===== src/rtl/ssd_scan_driver.sv =====
// Digit-stream receiver: stages an 8-digit hex frame, commits it on shift_strobe and
// time-multiplexes the committed frame onto an 8-digit common-anode seven-segment panel.
module ssd_scan_driver #(
  parameter int unsigned REFRESH_DIV  = 100000,
  parameter int unsigned BLANK_CYCLES = 1000,
  parameter bit          LZ_BLANK     = 1'b0
) (
  input  logic       clk,
  input  logic       rst,
  input  logic [3:0] display_char,
  input  logic [7:0] ssd_en,
  input  logic       shift_strobe,
  output logic [7:0] an,
  output logic [6:0] seg,
  output logic       frame_valid,
  output logic       frame_drop
);
  localparam int unsigned CW = (REFRESH_DIV > 1) ? $clog2(REFRESH_DIV) : 1;

  logic [31:0]   staging, staging_next, frame;
  logic          err, one_hot, multi_hot;
  logic [CW-1:0] slot_cnt, slot_cnt_next;
  logic [2:0]    scan_idx, scan_idx_next;
  logic [3:0]    digit;
  logic          digit_blank;
  logic [6:0]    seg_next;
  logic [7:0]    an_next;

  // Staging write; next-state view includes this cycle's nibble so a strobe commits it
  always_comb begin
    one_hot      = (ssd_en != '0) && ((ssd_en & (ssd_en - 8'd1)) == '0);
    multi_hot    = (ssd_en != '0) && !one_hot;
    staging_next = staging;
    for (int unsigned i = 0; i < 8; i++)
      if (one_hot && ssd_en[i]) staging_next[4*i +: 4] = display_char;
  end

  always_comb begin
    if (slot_cnt == CW'(REFRESH_DIV - 1)) begin
      slot_cnt_next = '0;
      scan_idx_next = scan_idx + 3'd1;
    end else begin
      slot_cnt_next = slot_cnt + CW'(1);
      scan_idx_next = scan_idx;
    end
  end

  // Outputs are computed from the next-state scan position so an/seg line up with slot_cnt
  always_comb begin
    digit       = frame[{scan_idx_next, 2'b00} +: 4];
    digit_blank = LZ_BLANK && (scan_idx_next != 3'd0) &&
                  ((frame >> {scan_idx_next, 2'b00}) == '0);
    case (digit)
      4'h0:    seg_next = 7'h40;
      4'h1:    seg_next = 7'h79;
      4'h2:    seg_next = 7'h24;
      4'h3:    seg_next = 7'h30;
      4'h4:    seg_next = 7'h19;
      4'h5:    seg_next = 7'h12;
      4'h6:    seg_next = 7'h02;
      4'h7:    seg_next = 7'h78;
      4'h8:    seg_next = 7'h00;
      4'h9:    seg_next = 7'h10;
      4'hA:    seg_next = 7'h08;
      4'hB:    seg_next = 7'h03;
      4'hC:    seg_next = 7'h46;
      4'hD:    seg_next = 7'h21;
      4'hE:    seg_next = 7'h06;
      default: seg_next = 7'h0E;
    endcase
    if (!frame_valid || digit_blank) seg_next = 7'h7F;
    an_next = (frame_valid && (slot_cnt_next >= CW'(BLANK_CYCLES)))
              ? ~(8'h01 << scan_idx_next) : 8'hFF;
  end

  always_ff @(posedge clk or posedge rst) begin
    if (rst) begin
      staging     <= '0;
      frame       <= '0;
      err         <= 1'b0;
      slot_cnt    <= '0;
      scan_idx    <= '0;
      an          <= '1;
      seg         <= '1;
      frame_valid <= 1'b0;
      frame_drop  <= 1'b0;
    end else begin
      staging    <= staging_next;
      slot_cnt   <= slot_cnt_next;
      scan_idx   <= scan_idx_next;
      an         <= an_next;
      frame_drop <= 1'b0;
      // Segment pattern only reloads on the slot boundary, while anodes are blanked
      if (slot_cnt_next == '0) seg <= seg_next;
      if (shift_strobe) begin
        err <= 1'b0;
        if (err || multi_hot) begin
          frame_drop <= 1'b1;
        end else begin
          frame       <= staging_next;
          frame_valid <= 1'b1;
        end
      end else if (multi_hot) begin
        err <= 1'b1;
      end
    end
  end
endmodule


===== config.mk =====
export PLATFORM = sky130hd
export DESIGN_NAME = ssd_scan_driver
export DESIGN_NICKNAME = d
export VERILOG_FILES = /design/src/rtl/ssd_scan_driver.sv
export SDC_FILE = /design/constraint.sdc
export NUM_CORES = 1
export LEC_CHECK = 0
export ABC_AREA = 1
export CAP_MARGIN = 40
export CORE_ASPECT_RATIO = 0.7
export CORE_MARGIN = 10
export CORE_UTILIZATION = 55
export CTS_CLUSTER_DIAMETER = 40
export DETAILED_ROUTE_END_ITERATION = 10
export PLACE_DENSITY = 0.83
export SLEW_MARGIN = 20
export SYNTH_ARGS = -nofsm -noshare
export SYNTH_HDL_FRONTEND = slang
export SYNTH_SLANG_ARGS = --single-unit
export TNS_END_PERCENT = 100

===== constraint.sdc =====
create_clock -name clk -period 5.4 [get_ports clk]
set_input_delay 1.62 -clock clk [delete_from_list [all_inputs] [get_ports clk]]
set_output_delay 1.62 -clock clk [all_outputs]
set_load 0.02 [all_outputs]

==> summary.md <==
| Metric | Value |
|---|---|
| Slew Viols, Final | `0` |
| Setup Crit Path Kind | `input port to flip-flop` |
| Initial antenna violation count | `0` |
| First-pass GRT wire length | `20.51 mm` |
| Chip height | `just over 100 um` |
| P per Cell Area | `about 280 nW/um^2` |
| # diodes | `0` |
| Final hold viol count | `0` |
| Register area share after synthesis | `50.27%` |
| First drt pass iteration count | `5` |
| Static leakage | `3.025 nW` |
| Detailed Route WL | `~12 mm` |
| CTS buffer count | `9` |
| I/O Buffers | `31` |
| Initial Utilization | `56.39%` |
| Via count | `between 4000 and 5000` |
| Clock transition at the registers of the reported paths | `0.07 ns` |
| CP required | `5.64 ns` |
| Share of cells above drive strength 1 | `between 10 and 15%` |
| RSZ-0062 raised after global routing | `false` |
| Warnings from Yosys | `0` |
| CTS root buffer | `clkbuf_16` |
| Commonest non-fill, non-tap cells in the layout | `221 x nand2_1, 87 x dfrtp_1, 79 x inv_1, 54 x nor2_1, 53 x o21ai_0` |
| Grt ovf | `0` |
| Hold Path Origin | `frame[29]$_DFFE_PP0P_` |
| Post-synthesis cell count | `between 600 and 700` |
| Postcts setup bufs | `0` |
| R2R cell count | `18` |
| Seq cells post-synth | `102` |
| Clock Path Buffers | `2` |
| Critical path startpoint category | `input port` |
| Num ports | `32` |
| Yosys cell types | `35` |
| Fin util | `about 65%` |
| Clock skew | `0.007752 ns` |
| Remaining DRCs | `0` |
| Worst-Margin Slew | `roughly 0.62 ns` |
| Hold Crit Endpoint | `frame[29]$_DFFE_PP0P_` |
| Number of global-route vias before repair | `4308` |
| Mapped Area | `5115 um^2` |
| DR iter-0 viols | `359` |
| HP Class | `flip-flop to flip-flop` |
| Die width | `135.3 um` |
| Tcrit/Tclk final | `66.89%` |
| RR Startpoint | `slot_cnt[0]$_DFF_PP0_` |
| Hold Path Cell Cnt | `2` |
| Arr. time, crit path | `about 3.9 ns` |
| FMAX | `approximately 0.28 GHz` |
| Placer congestion estimate | `0.9753` |
| Number of max-cap violations | `0` |
| Final HPWL DP | `8.789 mm` |
| Max Fanout on Critical Path | `49` |
| Skew-Pair Late Insertion Delay | `0.36 ns` |
| Mapped Avg Cell Area | `7.869 um^2` |
| Tot GR Track Use | `between 10% and 20%` |
| Clk sink count | `102` |
| Peak VDD IR | `0.2277 mV` |
| CTS tree | `yes` |
| CP Capture Type | `flip-flop` |
| Rows | `29` |
| Commonest non-fill, non-tap cell in the layout | `nand2_1` |
| Status | `finished, final reports clean` |
| Slew headroom | `58.56%` |
| Hold_buf cts | `0` |
| Core ar. | `9071 um^2` |
| NumNets Final | `~700` |
| Die ar. | `13620 um^2` |
| Routed wire per std cell | `14.58 um` |
| Largest net degree at the start of global routing | `a little over 50` |
| Net count after synthesis | `671` |
| Reg-to-reg endpoint | `seg[6]$_DFFE_PP1N_` |
| Setup TNS | `0 ns` |
| Setup-failing EPs final | `0` |
| Post-DR vias/cell | `5.340` |
| Area grow syn2layout | `14.58%` |
| Reg2reg setup slack | `2.32 ns` |
| Antenna-violating nets left | `0` |
| Fillers | `767` |
| Final min period | `roughly 3.6 ns` |
| Post-cts sizing count | `0` |
| H-tree Lvls | `3` |
## synthesized netlist by cell type
| cell type | instances | area [um^2] |
|---|---|---|
| buf_1 | 1 | 3.750 |
| xnor2_1 | 1 | 8.760 |
| o21ai_1 | 1 | 5.000 |
| ha_1 | 6 | 75.07 |
| buf_6 | 1 | 11.26 |
| nor2_4 | 1 | 11.26 |
| nand4_2 | 1 | 12.51 |
| o31a_2 | 1 | 10.01 |
| o211ai_1 | 2 | 15.01 |
| nand3_4 | 3 | 52.55 |
| nor2_2 | 12 | 75.07 |
| a21oi_1 | 4 | 20.02 |
| nand4_1 | 16 | 100.1 |
| buf_4 | 1 | 7.510 |
| a211oi_1 | 1 | 7.510 |
| nand2_1 | 221 | 829.6 |
| o21ai_0 | 53 | 265.3 |
| and2_1 | 1 | 6.260 |
| nand3_1 | 39 | 195.2 |
| a31o_2 | 1 | 8.760 |
| nor3_2 | 3 | 30.03 |
| dfrtp_1 | 87 | 2177 |
| inv_1 | 80 | 300.3 |
| clkinv_1 | 1 | 3.750 |
| inv_2 | 8 | 30.03 |
| nor3_1 | 3 | 15.01 |
| dfstp_2 | 15 | 394.1 |
| nand2_2 | 8 | 50.05 |
| xor2_1 | 6 | 52.55 |
| nand2_4 | 5 | 56.30 |
| nand3_2 | 4 | 40.04 |
| nor2_1 | 55 | 206.5 |
| buf_2 | 4 | 20.02 |
| clkbuf_1 | 3 | 11.26 |
| nand3b_1 | 1 | 7.510 |
## layer usage
metal  track usage, %  part of all wire (%)  vias to the layer above
met1            25.04                    46                     2059
met3            5.428                   8.0                       21
met5                0                     0                        -
met2            28.75                    45                      155
met4            4.538                   1.2                        0
li1                 -                     -                     2117
## logic make-up after synthesis
group / Yosys count / synth area share [%]
simple gates: 373 / 33.00
flops: 102 / 50.27
buf+inv: 99 / 7.583
compound gates: 63 / 6.482
xor+xnor: 7 / 1.199
fa+ha+maj: 6 / 1.468
## worst max path at each step
| stage | startpoint | endpoint | slack (ns) | cells after the start |
|---|---|---|---|---|
| global placement | ssd_en[0] | frame[17]$_DFFE_PP0P_ | 1.55 | 12 |
| floorplan | rst | err$_DFFE_PP0P_ | 1.13 | 1 |
| CTS | ssd_en[0] | frame[1]$_DFFE_PP0P_ | 1.78 | 12 |
| finish | ssd_en[0] | frame[1]$_DFFE_PP0P_ | 1.79 | 12 |
| global route | ssd_en[0] | frame[1]$_DFFE_PP0P_ | 1.54 | 12 |
| detailed placement | ssd_en[0] | frame[21]$_DFFE_PP0P_ | 1.43 | 12 |
## power breakdown
group          switching (mW)  internal, mW  total, mW
logic                  0.0922        0.0484      0.141
registers              0.0158         0.817      0.833
clock network           0.320         0.328      0.648
## state kept, by name, indices dropped and copies added (netlist names)
signal       count
an               8
err              1
frame           32
seg              7
frame_valid      1
staging         32
slot_cnt        17
scan_idx         3
frame_drop       1
## worst max-delay path: stages
cell	delay (ns)
clkdlybuf4s50_1	0.44
nor2_1	0.18
nand2_1	0.12
nand2_1	0.08
o211ai_1	0.09
a211oi_1	0.25
nand2_1	0.15
nor2_2	0.10
buf_4	0.39
inv_2	0.23
nand2_1	0.11
nand2_1	0.07
## layout make-up
cell class,instances,area (um^2),area share (%)
clock buffer,9,225.2,3.843
timing repair buffer,35,337.8,5.764
tap,124,155.1,2.647
multi-input combinational,449,2158,36.83
inverter,89,336.6,5.743
sequential,102,2571,43.87
clock inverter,7,76.32,1.302
## through the flow
step	hold slack (ns)	power [mW]	std cells	area [um^2]	setup slack, ns
after floorplan	0.4493	0.9406	650	5115	1.129
after global placement	0.4660	0.9792	798	5554	1.555
after detailed placement	0.4708	0.9870	799	5559	1.427
after CTS	0.4906	1.633	815	5861	1.785
after global routing	0.5137	1.697	815	5861	1.538
final	0.4904	1.622	815	5861	1.788
Power figures use the tool's default switching activity.
